[config.mk]
export PLATFORM = sky130hd
export DESIGN_NAME = ii_window_gen
export DESIGN_NICKNAME = d
export VERILOG_FILES = /design/src/rtl/cc_pkg.sv /design/src/rtl/ii_line_buf.sv /design/src/rtl/ii_window_gen.sv
export SDC_FILE = /design/constraint.sdc
export NUM_CORES = 1
export LEC_CHECK = 0
export ABC_CLOCK_PERIOD_IN_PS = 9600
export BUFFER_PORTS_ARGS = -buffer_cell sky130_fd_sc_hd__buf_2
export CAP_MARGIN = 20
export CORE_MARGIN = 5
export CORE_UTILIZATION = 50
export CTS_CLUSTER_DIAMETER = 40
export DETAILED_ROUTE_END_ITERATION = 16
export HOLD_SLACK_MARGIN = 0.03
export PLACE_DENSITY = 0.72
export SYNTH_ARGS = -nofsm -noshare
export SYNTH_HDL_FRONTEND = slang
export SYNTH_SLANG_ARGS = --single-unit
export TNS_END_PERCENT = 100
[constraint.sdc]
create_clock -name clk -period 9.6 [get_ports clk]
set_input_delay 0.48 -clock clk [delete_from_list [all_inputs] [get_ports clk]]
set_output_delay 0.48 -clock clk [all_outputs]
set_load 0.02 [all_outputs]
[src/rtl/cc_pkg.sv]
// Shared definitions for the integral-image window generator: framing flag
// layout and the integral value width helper.
package cc_pkg;

    // Bit positions of the end-of-row / end-of-window flags in an eot vector.
    localparam int EOT_ROW = 0;
    localparam int EOT_WIN = 1;

    // Framing flags of one beat; the packed layout matches EOT_ROW / EOT_WIN.
    typedef struct packed {
        logic win;
        logic row;
    } eot_t;

    // Width that holds the sum of every pixel of a fw x fh window.
    function automatic int ii_width(input int w_data, input int fw, input int fh);
        return w_data + $clog2(fw * fh);
    endfunction

endpackage

[src/rtl/ii_line_buf.sv]
// One row of previously computed integral values, indexed by column.
// Read is combinational and returns the old value in the cycle it is
// overwritten, so a read-modify-write of the same column needs no bypass.
module ii_line_buf #(
    parameter int W_II  = 18,
    parameter int DEPTH = 24,
    localparam int W_IDX = (DEPTH > 1) ? $clog2(DEPTH) : 1
) (
    input  logic             clk,
    input  logic             we,
    input  logic [W_IDX-1:0] idx,
    input  logic [W_II-1:0]  wdata,
    output logic [W_II-1:0]  rdata
);

    logic [W_II-1:0] mem [DEPTH];

    assign rdata = mem[idx];

    // Store the integral value of the current column for use by the next row.
    always_ff @(posedge clk) begin
        if (we) begin
            mem[idx] <= wdata;
        end
    end

endmodule

[src/rtl/ii_window_gen.sv]
// Integral image generator for one raster-ordered feature window.
// Each accepted pixel produces ii(r,c) one cycle later through a single
// registered output stage; framing flags pass through and are checked
// against the internal row/column counters, which alone drive the arithmetic.
module ii_window_gen
    import cc_pkg::*;
#(
    parameter int W_DATA         = 8,
    parameter int FEATURE_WIDTH  = 24,
    parameter int FEATURE_HEIGHT = 24,
    localparam int W_II = ii_width(W_DATA, FEATURE_WIDTH, FEATURE_HEIGHT)
) (
    input  logic              clk,
    input  logic              rst,
    input  logic              din_valid,
    output logic              din_ready,
    input  logic [W_DATA-1:0] din_data,
    input  logic [1:0]        din_eot,
    output logic              dout_valid,
    input  logic              dout_ready,
    output logic [W_II-1:0]   dout_data,
    output logic [1:0]        dout_eot,
    output logic              dout_err
);

    localparam int W_C = (FEATURE_WIDTH > 1) ? $clog2(FEATURE_WIDTH) : 1;
    localparam int W_R = (FEATURE_HEIGHT > 1) ? $clog2(FEATURE_HEIGHT) : 1;
    localparam logic [W_C-1:0]  C_LAST  = W_C'(FEATURE_WIDTH - 1);
    localparam logic [W_R-1:0]  R_LAST  = W_R'(FEATURE_HEIGHT - 1);
    localparam logic [W_II-1:0] ZERO_II = '0;

    logic [W_C-1:0]  c;
    logic [W_R-1:0]  r;
    logic [W_II-1:0] rs;
    logic [W_II-1:0] rs_base;
    logic [W_II-1:0] rs_n;
    logic [W_II-1:0] above;
    logic [W_II-1:0] ii;
    logic [W_II-1:0] lb_rd;
    logic            accept;
    logic            c_last;
    logic            r_last;
    eot_t            eot_in;
    eot_t            eot_exp;

    // The output register frees up whenever it is empty or being drained.
    assign din_ready = !dout_valid | dout_ready;
    assign accept    = din_valid & din_ready;
    assign c_last    = (c == C_LAST);
    assign r_last    = (r == R_LAST);

    // Row sum and integral value; row 0 and column 0 mask stale state.
    always_comb begin
        eot_in      = eot_t'(din_eot);
        eot_exp.row = c_last;
        eot_exp.win = c_last & r_last;
        rs_base     = (c == '0) ? ZERO_II : rs;
        above       = (r == '0) ? ZERO_II : lb_rd;
        rs_n        = rs_base + W_II'(din_data);
        ii          = rs_n + above;
    end

    // Raster position and running row sum; an accepted end-of-window flag
    // resynchronises the position to (0,0) regardless of where we think we are.
    always_ff @(posedge clk or posedge rst) begin
        if (rst) begin
            c  <= '0;
            r  <= '0;
            rs <= '0;
        end else if (accept) begin
            rs <= rs_n;
            if (eot_in.win) begin
                c <= '0;
                r <= '0;
            end else if (c_last) begin
                c <= '0;
                r <= r_last ? '0 : r + W_R'(1);
            end else begin
                c <= c + W_C'(1);
            end
        end
    end

    // Output stage: load on accept (even while draining), otherwise empty on drain.
    always_ff @(posedge clk or posedge rst) begin
        if (rst) begin
            dout_valid <= 1'b0;
            dout_data  <= '0;
            dout_eot   <= '0;
            dout_err   <= 1'b0;
        end else if (accept) begin
            dout_valid <= 1'b1;
            dout_data  <= ii;
            dout_eot   <= din_eot;
            dout_err   <= (eot_in != eot_exp);
        end else if (dout_ready) begin
            dout_valid <= 1'b0;
        end
    end

    ii_line_buf #(
        .W_II  (W_II),
        .DEPTH (FEATURE_WIDTH)
    ) u_line_buf (
        .clk   (clk),
        .we    (accept),
        .idx   (c),
        .wdata (ii),
        .rdata (lb_rd)
    );

endmodule
### Word-level counts from Yosys, hierarchy flattened

Memories as Yosys holds them, arrays and structs flattened.
Cells that the tools add are included.

* RAM bits: 432
* word-level logic and storage cells: 35
* latch bits: 0
* memory bits (read-only): 0
* memories kept: 1
* bits of input ports: 14
* register bits: 50

* multipliers: 0
* equal/unequal tests: 3
* reduce and logical (&&, ||, !) cells: 6
* divide/modulo/power cells: 0
* order comparisons: 0
* shift-type cells: 0
* add/sub/neg operators: 4
* bitwise gates (word level): 3
* mux-type cells: 11

Memories
* u_line_buf.mem: depth 24, width 18, rd ports 1, clocked after Yosys merged registers in 0, write ports 1, line ii_line_buf.sv:16 `logic [W_II-1:0] mem [DEPTH];`

Operator list (count)
* 2-to-1 mux 18 bit: 2
* 2-to-1 mux 5 bit: 5
* adder 18 bit: 1
* adder 18 x 8 -> 18 bit: 1
* adder 5 x 1 -> 5 bit (second input constant): 2
* == test 5 bit (second input constant): 2
* logical NOT 5 bit: 2
* 2-to-1 mux 1 bit: 4
* nonzero test 2 bit: 2
* AND 1 bit: 2
* != test 2 bit: 1
* AND reduction 2 bit: 1
* logical NOT 1 bit: 1
* bitwise OR 1 bit: 1

### Longest topological paths before layout

* depth in word-level cells: 5
* mapped depth: 30

### Hierarchy

From an unflattened synthesis, not the netlist that was laid out.

* cells, all modules: 1223
* area total of the unflattened synthesis: 20271.9 sq um

By module, submodules not included
* ii_line_buf: times used 1, cells each 792, area each 16562.1 sq um, sequential area each 12972.4 sq um
* ii_window_gen: times used 1, cells each 431, area each 3709.8 sq um, sequential area each 1251.2 sq um

### Worst setup path after synthesis

OpenSTA, ideal clock, no wires.

* kind: register to register
* start point: reg c[1]
* end point: mem u_line_buf.mem[0][17] (data pin)
* slack: 3077 ps
* arrival time: 6174 ps
* cell stages (with the launch flop): 30
* data required time: 9251 ps
* setup time: 349 ps
* period minus slack after synthesis: 6523 ps
* path through: dfrtp_1 -> buf_2 -> buf_2 -> buf_2 -> buf_1 -> inv_1 -> ha_1 -> nand2_1 -> clkbuf_1 -> clkbuf_1 -> and2_1 -> ha_1 -> inv_1 -> fa_1 -> nor2b_1 -> o21ai_1 -> a21boi_1 -> o21ai_1 -> a21oi_1 -> o21bai_1 -> or2_1 -> xor2_1 -> ha_1 -> a21o_1 -> a21o_1 -> a21oi_1 -> o21ai_0 -> a41oi_2 -> xor2_1 -> xnor2_1

* word-level cells in the longest chain between the ends: 4
* elaborated cells between the ends (all ways): 6

RTL lines
* from (decl): line ii_window_gen.sv:32 `logic [W_C-1:0] c;`
* from (signal assigned): line ii_window_gen.sv:79 `c <= c + W_C'(1);`
* logical NOT 5 bit: line ii_window_gen.sv:57 `rs_base = (c == '0) ? ZERO_II : rs;`
* 2-to-1 mux 18 bit: line ii_window_gen.sv:57
* adder 18 x 8 -> 18 bit: line ii_window_gen.sv:59 `rs_n = rs_base + W_II'(din_data);`
* named net rs_n[14]: line ii_window_gen.sv:36 `logic [W_II-1:0] rs_n;`
* adder 18 bit: line ii_window_gen.sv:60 `ii = rs_n + above;`
* named net ii[17]: line ii_window_gen.sv:38 `logic [W_II-1:0] ii;`
* to (decl): line ii_line_buf.sv:16

The timed path passes the listed nets, and every way through them passes these cells.

### Worst setup path in the final report

* start point: reg c[0]
* end point: reg dout_data[15]

* word-level cells in the longest chain between the ends: 4
* elaborated cells between the ends (all ways): 6

RTL lines
* logical NOT 5 bit: line ii_window_gen.sv:57
* 2-to-1 mux 18 bit: line ii_window_gen.sv:57
* adder 18 x 8 -> 18 bit: line ii_window_gen.sv:59
* named net rs_n[8]: line ii_window_gen.sv:36
* adder 18 bit: line ii_window_gen.sv:60
* named net ii[15]: line ii_window_gen.sv:38
* to (signal assigned): line ii_window_gen.sv:93 `dout_data <= ii;`
* to (decl): line ii_window_gen.sv:21 `output logic [W_II-1:0] dout_data,`

The timed path passes the listed nets, and every way through them passes these cells.
A chain may end at the register's enable or synchronous reset.

==> results.py <==
metrics = {
    "detailed_routing": {
        "wl_um": 47150,
        "drc_errors": 0,
        "num_vias": 10850,
        "wl_per_cell_um": 26.38,
        "first_pass_iters": 5,
        "vias_per_cell": 6.071,
        "ant_nets": 0,
        "drtIter0Drc": 1272,
    },
    "global_routing": {
        "grt_first_pass_wirelength_um": 71380,
        "grtUsageTotal": 0.2171,
        "antenna_found_initial": 0,
        "gr-total-overflow": 0,
        "grt_max_degree": 51,
        "grt_pass1_vias": 11050,
    },
    "synthesis": {
        "synth_ff_type": "edfxtp_1",
        "synth_edf_count": 432,
        "synth_largest_area_cell": "edfxtp_1",
        "syn_nets": 1175,
        "synth_cells": 1128,
        "ys_ff_latch": 482,
        "synthTopCellsByArea": "edfxtp_1 65%, mux4_2 12%, dfrtp_1 6.2%",
        "ys_warn_count": 0,
        "yosysSeqAreaShare": 0.7095,
        "ys_async_sr_fraction": 0.1037,
        "yosys.cell_types.count": 66,
        "syn_area_um2": 20050,
        "synth_top_area_share": 0.6471,
        "syn_avg_cell_area_um2": 17.77,
    },
    "flow_run": {
        "maxCapViolCount": 0,
    },
    "layout": {
        "final_common_cell": "edfxtp_1",
        "fin_cells": 1787,
        "fin_nets": 1262,
        "n_antenna_cell": 0,
        "final_util": 0.5801,
        "final_cell_mix": "432 x edfxtp_1, 105 x mux4_2, 105 x nand2_1",
        "drive_above_1_share": 0.2821,
        "areaGrowthSynthToFinish_pct": 14.97,
    },
    "critical_path": {
        "crit_end": "dout_data[15]$_DFFE_PP0P_",
        "crit_start": "c[0]$_DFFE_PP0P_",
        "cp.required_ns": 10.14,
        "cp-start-kind": "flip-flop",
        "reg2reg_slack_ns": 2.78,
        "critical_path.cell_chain": "inv_1 > ha_1 > nand2_1 > and2_1 > ha_1 > inv_1 > fa_1 > nor2b_1 > o21ai_1 > a21boi_1 > o21ai_1 > a21oi_1 > nor2_1 > xor2_1 > ha_1 > nand2_1 > a2111oi_1 > a211o_1 > nand3_1 > a31oi_1 > xor2_2 > mux2_2",
        "r2r_cells": 22,
        "crit_top_cell": "ha_1",
        "crit_fanout": 41,
        "r2r_end": "dout_data[15]$_DFFE_PP0P_",
        "critPathKind": "flip-flop to flip-flop",
        "worstSetupEndpointType": "flip-flop",
        "arrival_ns": 7.36,
        "timing.rr.start": "c[0]$_DFFE_PP0P_",
        "max_stage_delay_ns": 0.96,
        "cpMaxStageDelayCell": "dfrtp_4",
    },
    "hold_path": {
        "hp-class": "input pin to asynchronous set/reset pin",
    },
    "floorplanning": {
        "core_um2": 39730,
        "dieArea_um2": 44200,
        "start_util": 0.5046,
        "ios": 37,
        "rows": 73,
        "die_h_um": 210.2,
        "die_w_um": 210.2,
    },
    "clock_network": {
        "cts_htree_levels": 2,
        "clk-insertion-delay-late_ns": 0.60,
        "clk_pin_slew_ns": 0.07,
        "postCtsSetupBuffers": 0,
        "post_cts_resized": 0,
        "cts_inserted_buffers": 55,
        "clkSinkCount": 482,
        "clock_path_buffers": 3,
        "cts_tree": "built",
        "cts_root_buf": "clkbuf_16",
        "postCtsHoldBufs": 0,
    },
    "timing": {
        "worstMarginPinSlew_ns": 1.065,
        "final_hold_viol_count": 0,
        "min_period_over_period": 0.7101,
        "setup_viol": 0,
        "fin_skew_ns": 0.01673,
        "tns_ns": 0,
        "slew_viol_final": 0,
        "max_freq_ghz": 0.1467,
        "rsz0062_at_grt": "false",
        "period_needed_ns": 6.817,
        "timing.slew.headroom": 0.2902,
    },
    "placement": {
        "place_congestion": 0.8714,
        "post-dp-hpwl_um": 27850,
        "dp_cells": 1680,
        "port_buffers": 36,
    },
    "power_and_ir_drop": {
        "cellPowerDensity_nw_per_um2": 271.7,
        "power_w": 0.006263,
        "power.leakage_nw": 7.929,
        "peakVddDrop_uv": 155.6,
    },
    "run_status": {
        "status": "complete, no violations",
    },
}
area by class of cell:
cell class              count  area (um^2)
repair buffers             85        570.5
well taps                 525        656.9
inverters                  20        75.07
flip-flops and latches    482        14230
clock inverters            32        367.9
clock buffers              72         1481
fillers                  2864        16680
multi-input cells         571         5665
report_power, final:
| part | switching (W) | internal (W) |
|---|---|---|
| sequential | 0.0000879 | 0.00272 |
| clock | 0.000858 | 0.00124 |
| combinational | 0.000888 | 0.000469 |
per-layer routing:
metal,GRT usage,vias up,share of wire
met5,0,-,0
met4,0.07043,0,0.029
met3,0.03631,87,0.067
met2,0.3523,436,0.49
met1,0.3056,5661,0.41
li1,-,4665,-
cell usage after synthesis (3+ instances only):
cell type / n
o21ai_0: 25
xor2_1: 11
dfrtp_1: 50
buf_1: 12
and2_1: 14
mux2_2: 26
xnor2_1: 18
ha_1: 31
nor3_1: 3
nand3_1: 14
nor2_1: 50
clkbuf_1: 19
a21oi_1: 19
o21bai_1: 4
or3_1: 3
o21ai_1: 4
nand2_1: 105
o31ai_1: 4
edfxtp_1: 432
a31oi_1: 18
o21a_1: 5
buf_2: 20
inv_1: 20
nor2b_1: 5
a21o_1: 10
a22o_1: 4
mux2i_1: 7
nand4_1: 5
nand2b_1: 5
a22oi_1: 34
mux4_2: 105
critical path, delay by kind of cell, from the launching register on:
family | cells | cell delay [ns]
compound gates | 7 | 1.50
xor+xnor | 2 | 0.96
fa+ha+maj | 4 | 1.36
buf+inv | 2 | 0.36
flops | 1 | 0.96
mux | 1 | 0.29
simple gates | 6 | 1.32
sequential cells by signal, indices dropped and copies added (netlist names):
name	flops
dout_data	18
dout_valid	1
r	5
dout_eot	2
rs	18
dout_err	1
c	5
u_line_buf.mem	432
how the worst min path moves through the flow:
stage                 startpoint                        end  slack (ns)
2_1_floorplan  rs[3]$_DFFE_PP0P_          rs[3]$_DFFE_PP0P_        0.44
3_3_place_gp   rs[6]$_DFFE_PP0P_          rs[6]$_DFFE_PP0P_        0.45
3_5_place_dp   rs[6]$_DFFE_PP0P_          rs[6]$_DFFE_PP0P_        0.45
4_1_cts                      rst  dout_data[15]$_DFFE_PP0P_        0.08
5_1_grt                din_valid     dout_valid$_DFFE_PP0P_        0.11
6_report                     rst   dout_data[8]$_DFFE_PP0P_        0.08
kinds of logic after synthesis:
| family | after synthesis | share of synthesized area |
|---|---|---|
| muxes | 139 | 0.1368 |
| DFF | 482 | 0.7095 |
| adders and majority gates | 33 | 0.02135 |
| xor gates and xnor gates | 29 | 0.01267 |
| buffers and inverters | 75 | 0.01629 |
| and+or+nand+nor | 218 | 0.04906 |
| AOI/OAI and AO/OA | 152 | 0.05430 |
per-stage QoR:
step	hold WS, ns	setup slack [ns]	area, um^2
finish	0.07574	2.783	23050
global route	0.1105	2.065	23050
CTS	0.08000	2.846	23000
detailed placement	0.4548	2.846	21150
global placement	0.4504	3.027	21150
floorplan	0.4374	3.077	20050
(Power assumes the default switching activity.)
